`config.mk`:
```
export PLATFORM = sky130hd
export DESIGN_NAME = uart_tx_framed
export DESIGN_NICKNAME = d
export VERILOG_FILES = /design/src/rtl/uart_tx_framed.sv
export SDC_FILE = /design/constraint.sdc
export NUM_CORES = 1
export LEC_CHECK = 0
export BUFFER_PORTS_ARGS = -buffer_cell sky130_fd_sc_hd__buf_2
export CORE_MARGIN = 2
export CORE_UTILIZATION = 57
export DETAILED_ROUTE_END_ITERATION = 16
export PLACE_DENSITY = 0.77
export SYNTH_ARGS = -nofsm -noshare
export SYNTH_HDL_FRONTEND = slang
export SYNTH_SLANG_ARGS = --single-unit
```
`constraint.sdc`:
```
create_clock -name clk -period 2.7 [get_ports clk]
set_input_delay 0.54 -clock clk [delete_from_list [all_inputs] [get_ports clk]]
set_output_delay 0.54 -clock clk [all_outputs]
set_load 0.02 [all_outputs]
```
`src/rtl/uart_tx_framed.sv`:
```
// UART serialiser: start, DATA_BITS payload (LSB first), optional parity, STOP_BITS stop bits.
// Parity bit and PARITY state exist only when UART_TX_PARITY_EN is defined.
module uart_tx_framed #(
  parameter int CYCLES    = 10416,
  parameter int DATA_BITS = 8,
  parameter int STOP_BITS = 1
) (
  input  logic                 clk,
  input  logic                 rst_n,
  input  logic                 valid,
  input  logic [DATA_BITS-1:0] data,
  input  logic                 parity_odd,
  output logic                 ready,
  output logic                 busy,
  output logic                 done,
  output logic                 out
);

  localparam int CW = (CYCLES > 1) ? $clog2(CYCLES) : 1;
  localparam int BW = 3;

  if (CYCLES < 2 || DATA_BITS < 5 || DATA_BITS > 8 || (STOP_BITS != 1 && STOP_BITS != 2)) begin : g_param_check
    $error("uart_tx_framed: illegal CYCLES, DATA_BITS or STOP_BITS");
  end

`ifdef UART_TX_PARITY_EN
  typedef enum logic [2:0] {
    IDLE = 3'd0, START = 3'd1, DATA = 3'd2, PARITY = 3'd3, STOP = 3'd4
  } state_t;
`else
  typedef enum logic [2:0] {
    IDLE = 3'd0, START = 3'd1, DATA = 3'd2, STOP = 3'd4
  } state_t;
`endif

  state_t               state_q, state_d;
  logic [CW-1:0]        cyc_q, cyc_d;
  logic [BW-1:0]        bit_q, bit_d;
  logic [DATA_BITS-1:0] data_q, data_d;
  logic                 out_q, out_d;
  logic                 done_q, done_d;
  logic                 slot_end;

`ifdef UART_TX_PARITY_EN
  logic                 odd_q, odd_d;
`else
  logic                 unused_parity_odd;
  assign unused_parity_odd = parity_odd;
`endif

  assign slot_end = (cyc_q == CW'(CYCLES - 1));

  always_comb begin
    state_d = state_q;
    cyc_d   = cyc_q;
    bit_d   = bit_q;
    data_d  = data_q;
    out_d   = out_q;
    done_d  = 1'b0;
`ifdef UART_TX_PARITY_EN
    odd_d   = odd_q;
`endif
    // Every non-idle state is a sequence of CYCLES-long slots.
    if (state_q != IDLE) begin
      cyc_d = slot_end ? '0 : cyc_q + 1'b1;
    end
    case (state_q)
      IDLE: begin
        out_d = 1'b1;
        cyc_d = '0;
        if (valid) begin
          state_d = START;
          data_d  = data;
`ifdef UART_TX_PARITY_EN
          odd_d   = parity_odd;
`endif
          bit_d   = '0;
          out_d   = 1'b0;
        end
      end
      START: begin
        if (slot_end) begin
          state_d = DATA;
          bit_d   = '0;
          out_d   = data_q[0];
        end
      end
      DATA: begin
        if (slot_end) begin
          if (bit_q == BW'(DATA_BITS - 1)) begin
`ifdef UART_TX_PARITY_EN
            state_d = PARITY;
            out_d   = (^data_q) ^ odd_q;
`else
            state_d = STOP;
            bit_d   = '0;
            out_d   = 1'b1;
`endif
          end else begin
            bit_d = bit_q + 1'b1;
            out_d = data_q[bit_d];
          end
        end
      end
`ifdef UART_TX_PARITY_EN
      PARITY: begin
        if (slot_end) begin
          state_d = STOP;
          bit_d   = '0;
          out_d   = 1'b1;
        end
      end
`endif
      STOP: begin
        out_d = 1'b1;
        if (slot_end) begin
          if (bit_q == BW'(STOP_BITS - 1)) begin
            state_d = IDLE;
            done_d  = 1'b1;
          end else begin
            bit_d = bit_q + 1'b1;
          end
        end
      end
      default: begin
        state_d = IDLE;
        cyc_d   = '0;
        bit_d   = '0;
        out_d   = 1'b1;
      end
    endcase
  end

  always_ff @(posedge clk or negedge rst_n) begin
    if (!rst_n) begin
      state_q <= IDLE;
      cyc_q   <= '0;
      bit_q   <= '0;
      data_q  <= '0;
      out_q   <= 1'b1;
      done_q  <= 1'b0;
`ifdef UART_TX_PARITY_EN
      odd_q   <= 1'b0;
`endif
    end else begin
      state_q <= state_d;
      cyc_q   <= cyc_d;
      bit_q   <= bit_d;
      data_q  <= data_d;
      out_q   <= out_d;
      done_q  <= done_d;
`ifdef UART_TX_PARITY_EN
      odd_q   <= odd_d;
`endif
    end
  end

  assign ready = (state_q == IDLE);
  assign busy  = ~ready;
  assign done  = done_q;
  assign out   = out_q;

endmodule

```
* After elaboration in Yosys (flattened, before gate mapping)
Cells that the tools add are included.
** Cells by class
- Eq/ne operators :: 13
- Mux-type cells :: 27
- Order comparisons :: 1
- Reduce and logical (&&, ||, !) cells :: 8
- Bitwise logic cells :: 1
- Add/subtract/negate cells :: 2
** Operators by type and width (count)
- 14-bit two-way mux :: 3
- 3-bit two-way mux :: 12
- 3-bit case mux with 4 select lines :: 2
- 14-bit by 1-bit adder with 14-bit output (second input constant) :: 1
- 14-bit equality test (second input constant) :: 1
- 2-bit inequality test (second input constant) :: 7
- 1-bit two-way mux :: 8
- 3-bit equality test (second input constant) :: 2
- 3-bit logical NOT :: 2
- 6-bit AND reduction :: 1
- 5-bit AND reduction :: 1
- 3-bit by 4-bit < comparator with 1-bit output (second input constant) :: 1
- 2-bit AND reduction :: 2
- 3-bit by 1-bit adder with 3-bit output (second input constant) :: 1
- 1-bit binary-select mux with 3-bit select :: 1
- 3-bit by 1-bit equality test with 1-bit output (second input constant) :: 1
- 3-bit by 2-bit equality test with 1-bit output (second input constant) :: 1
- 1-bit case mux with 3 select lines :: 1
- 3-bit nonzero test :: 1
- 3-bit OR reduction :: 1
- 2-bit by 1-bit inequality test with 1-bit output (second input constant) :: 1
- 1-bit inverter :: 1
** Storage, ports and cells
- Output and inout bits :: 4
- Bits in registers :: 30
- Word-level logic and storage cells :: 58
- Input port bits :: 12

* Longest topological paths before layout
- Depth after elaboration :: 6
- Mapped depth :: 6
- Mapped depth without buffers :: 6

* Least setup slack after synthesis
No wires, ideal clock.
- Path kind :: reg-to-reg
- Start point :: reg cyc_q[4]
- End point :: reg cyc_q[6]
- Clock period less this slack :: 1991 ps
- Setup time :: 118 ps
- Stages on the path, launching flop included :: 7
- Data required time :: 2582 ps
- Setup slack :: 709 ps
- Arrival :: 1872 ps
- Path through :: dfrtp_1 -> buf_6 -> or4_4 -> or4_4 -> nand2b_2 -> buf_6 -> nor2_1
** Between the ends
- Cells in the longest elaborated chain, start to end :: 4
- Elaborated cells on any way between the ends :: 5
** Ends and longest elaborated chain
- start, declared :: RTL line 37 : logic [CW-1:0] cyc_q, cyc_d;
- start signal, assigned :: RTL line 147 : cyc_q <= cyc_d;
- 14-bit by 1-bit adder with 14-bit output or 14-bit equality test (tied branches) :: RTL line 65, 51
- 14-bit two-way mux (*) :: RTL line 65 : cyc_d = slot_end ? '0 : cyc_q + 1'b1;
- 14-bit two-way mux (*) :: RTL line 64 : if (state_q != IDLE) begin
- 14-bit two-way mux (*) :: RTL line 67 : case (state_q)
Every way passes the cells marked *; elsewhere a longest branch is shown, timed or not. The select of a mux whose other input is x is not followed.
A chain may end at the register's enable or synchronous reset.

* Worst setup path after layout
- Start point :: reg cyc_q[4]
- End point :: reg state_q[1]
** Between the ends
- Cells in the longest elaborated chain, start to end :: 3
- Elaborated cells on any way between the ends :: 5
** Ends and longest elaborated chain
- 14-bit equality test (*) :: RTL line 51 : assign slot_end = (cyc_q == CW'(CYCLES - 1));
- 2-bit inequality test (no source line)
- 6-bit AND reduction (no source line) (*)
- end signal, assigned :: RTL line 146 : state_q <= state_d;
- end, declared :: RTL line 36 : state_t state_q, state_d;
Every way passes the cells marked *; elsewhere a longest branch is shown, timed or not.

==> out/metrics.sh <==
STATUS='completed'
FIRST_ITER_VIOLATIONS=18
ENDPOINT_KIND='flip-flop'
SLEW_VIOL_FINAL=0
SYNTHESIS.AREA_PER_INSTANCE_SQ_UM=10.73
HPWL_MM=1.954
SEQ_AREA_FRAC_SYNTH_PCT=47.36
CLOCK_POWER_SHARE_PCT=27.0
CTS_TREE='done'
YOSYS.AREA_SHARE.SIMPLE_PCT=21.12
FINAL_HOLD_VIOL_COUNT=0
FINAL.PERIOD_UTILIZATION_PCT=80.68
GRT_REMAINING_OVERFLOW=0
TIMING.CRITICAL_PATH.BUF_INV=0
LAYOUTNONFILLERINSTCOUNT=195
POST-SYNTH-TOP-AREA-CELL='sky130_fd_sc_hd__dfrtp_1'
QUANTITY_OF_HOLD_FIXING_BUFFERS_ADDED_AFTER_CTS=0
YOSYS-MUX-AREA-FRACTION_PCT=10.48
CTS_HTREE_LEVELS=2
SYNTH_XOR_XNOR_AREA_SHARE_PCT=6.068
FIN_TNS_SETUP_NS=0
SYN_INST=148
FIRST_GLOBAL_VIAS=1142
STARTING_DENSITY_PCT=58.59
POST-PLACE-CELLS=187
GRT_FIRST_PASS_WIRELENGTH_MM=5.092
NET-SWITCHING-POWER_W=0.0003362
TOTAL_TRACK_USAGE_PCT=20.37
LAYOUT.FILLER_CELLS=231
SYNTH-COMPOUND-AREA-SHARE_PCT=7.801
CRIT_PATH_CELL_TRACE='or4_4, or4_4, nand2b_2, o221ai_1'
CRITICAL_PATH.MOST_COMMON_CELL='sky130_fd_sc_hd__or4_4'
IO_PINS=16
FINALSETUPVIOLCOUNT=0
LEAKAGEPOWER_nW=0.7857
P_PER_AREA_nW_PER_UM2=620.5
CLOCK.FMAX_MHz=459.1
FIN_WORST_SKEW_NS=0.01011
SEQUENTIALPOWERSHARE_PCT=55.6
SYNTHADDERAREAFRAC_PCT=3.152
MIN_PERIOD_NS=2.178
ASYNC_RESET_FF_SHARE_PCT=100.0
SYNTH_CELL_TYPES=40
NETS=179
TIMING_WORST_SLEW_PIN_VALUE_NS=0.6483
POSTSYNTH.TOPFLOPCELL='sky130_fd_sc_hd__dfrtp_1'
CTS_BUFFERS=5
POST-CTS-SETUP-BUFFERS=0
COREAREA_SQ_UM=2710
WORST-ENDPOINT-REQUIRED_NS=2.90
SYNTH_NETS=164
DIE-AREA_SQ_UM=3224
SYNTHTOLAYOUTAREAGROWTH_PCT=8.510
WORST_HOLD_SLACK_NS=0.2182
SW_FRAC_OF_TOTAL_PCT=31.44
CTSROOTBUFFERMASTER='sky130_fd_sc_hd__clkbuf_4'
ANTENNADIODECOUNT=0
GRT_SETUP_UNREPAIRED='no'
CRITICAL_PATH_ARRIVAL_NS=2.38
GRT_MAX_DEGREE=31
SYNTH_ENABLE_FLOP_CELLS=0
STD_CELL_ROWS=19
DRT.ANTENNA.VIOLATING_NETS=0
CRITICAL_PATH_MAX_STAGE_DELAY_NS=0.60
BUFFERS_ON_PORTS=14
CRITPATHTOPFAMILY='simple AND/OR/NAND/NOR gates'
WIRE_PER_INST_UM=13.94
DRC=0
PROPORTION_OF_POWER_DRAWN_BY_COMBINATIONAL_GATES_PCT=17.4
MIN-DELAY-PATH-CLASS='in -> async'
DRT-VIAS-PER-INSTANCE=5.959
SYNTH_AREA_SQ_UM=1588
ANTENNA_FOUND_INITIAL=0
START_KIND='flip-flop'
CTS.SINK_COUNT=30
LARGEST_FAMILY_OF_LOGIC_CELLS_BY_SYNTHESIZED_AREA='simple AND/OR/NAND/NOR gates'
CP_MAX_FO=14
DIE_HEIGHT_UM=56.78
POWER.TOTAL_W=0.001069
CLK_PIN_SLEW_NS=0.10
POWER.IR.VDD_WORST_uV=491.9
POSTSYNTHREGISTERBITS=30
SHARE_OF_FINAL_LAYOUT_STANDARD_CELLS_STRONGER_THAN_DRIVE_STRENGTH_1_PCT=24.39
DIE_X_UM=56.78
SYNTH_TOP_CELLS_BY_AREA='sky130_fd_sc_hd__dfrtp_1 46%, sky130_fd_sc_hd__mux2_2 6.4%, sky130_fd_sc_hd__xor2_1 5.5%'
SYNTH_TOP_CELL_AREA_SHARE_PCT=45.71
DR_TOTAL_VIAS=1162
SYNTH_WARNINGS=0
POST_CTS.RESIZED_INSTANCES=0
MAX_CAP_VIOLATIONS=0
WORST_SKEW_PAIR.LATE_LATENCY_NS=0.33
INTERNAL_POWER_W=0.0007330
CP_SLOWEST_CELL='sky130_fd_sc_hd__or4_4'
GP_CONGESTION=0.8285
SLEW-LIMIT-HEADROOM_PCT=56.78
CLOCK_PATH_BUFFERS=2
FIRSTDRTPASSITERS=4
DETAIL_ROUTE.WIRELENGTH_MM=2.719
WORSTSETUPPATHTYPE='reg -> reg'
area by class of cell:
type	instances	area [sq um]	area share, %
clock inverters	2	12.51	0.7262
repair buffers	14	70.07	4.067
well taps	31	38.79	2.251
multi-input cells	105	772.0	44.81
clock buffers	6	51.30	2.977
flip-flops and latches	30	752.0	43.65
inverters	7	26.28	1.525
cell families after synthesis:
group,count (synthesis)
simple gates,57
flops,30
compound gates,20
buf+inv,13
mux,13
xor+xnor,11
fa+ha+maj,4
synthesized netlist by cell type, types with 2 or more instances:
library cell and instances:
sky130_fd_sc_hd__and4_1 2, sky130_fd_sc_hd__mux4_2 2, sky130_fd_sc_hd__nand3_1 6, sky130_fd_sc_hd__a31oi_1 2, sky130_fd_sc_hd__inv_1 7, sky130_fd_sc_hd__a21oi_1 8
sky130_fd_sc_hd__buf_6 2, sky130_fd_sc_hd__nor2_1 15, sky130_fd_sc_hd__xor2_1 10, sky130_fd_sc_hd__nand2_1 6, sky130_fd_sc_hd__and3_1 2, sky130_fd_sc_hd__ha_1 4
sky130_fd_sc_hd__or3b_2 2, sky130_fd_sc_hd__mux2i_1 2, sky130_fd_sc_hd__dfrtp_1 29, sky130_fd_sc_hd__nor3_1 3, sky130_fd_sc_hd__or3_1 3, sky130_fd_sc_hd__clkbuf_1 4
sky130_fd_sc_hd__or4_4 2, sky130_fd_sc_hd__and2_1 2, sky130_fd_sc_hd__nand4_1 7, sky130_fd_sc_hd__o21ai_0 2, sky130_fd_sc_hd__mux2_2 9
sequential cells by signal, indices dropped and copies added, names as in the netlist:
register	flops
bit_q	3
cyc_q	14
data_q	8
done	1
out	1
state_q	3
power groups by stage:
stage / registers [W] / logic, W / clock network, W
6_report: 0.000594 / 0.000186 / 0.000289
3_5_place_dp: 0.000602 / 0.000188 / 0
2_1_floorplan: 0.000575 / 0.000174 / 0
5_1_grt: 0.000609 / 0.000220 / 0.000320
4_1_cts: 0.000594 / 0.000189 / 0.000301
3_3_place_gp: 0.000596 / 0.000181 / 0
metal layers:
metal | GRT usage (%) | part of all wire, %
met1 | 27.62 | 47
met2 | 30.56 | 47
met3 | 6.452 | 4.3
met4 | 7.973 | 1.9
met5 | 0 | 0
worst paths after layout:
kind                                           start                     end  slack, ns  cells after the start
worst max-delay path            cyc_q[4]$_DFFE_PN0P_  state_q[1]$_DFFE_PN0P_       0.52                      4
worst min-delay path                           rst_n          done$_DFF_PN0_       0.22                      1
worst max register to register  cyc_q[4]$_DFFE_PN0P_  state_q[1]$_DFFE_PN0P_       0.52                      4
worst min register to register  cyc_q[0]$_DFFE_PN0P_    cyc_q[0]$_DFFE_PN0P_       0.49                      1
max in group asynchronous                      rst_n    cyc_q[6]$_DFFE_PN0P_       2.05                      1
min in group clk                             data[7]   data_q[7]$_DFFE_PN0P_       0.43                      2
through the flow:
stage               utilization [%]  setup slack (ns)  cell area, sq um
finish                        63.57            0.5217              1723
global route                  63.57            0.4266              1723
CTS                           63.57            0.5173              1723
detailed placement            61.22            0.5279              1659
global placement              61.22            0.5455              1659
floorplan                         -            0.7091              1588
cell usage in the layout, fill, tap and decap left out, drive strengths merged:
cell type and count:
dfrtp 29, nor2 15, buf 14, xor2 10
mux2 9, a21oi 8, inv 7, nand4 7
nand2 6, nand3 6, clkbuf 6, ha 4
nor3 3, or3 3, or4 3, o21ai 3
or3b 2, mux4 2, a31oi 2, mux2i 2
and2 2, and4 2, and3 2, nand2b 2
nor3b 1, nor2b 1, a211oi 1, o21a 1
nor4 1, o221ai 1, a2111oi 1, o32ai 1
xnor2 1, o21bai 1, nand4b 1, o31ai 1
clkinvlp 1, clkinv 1, dfstp 1
Power figures use the tool's default switching activity.
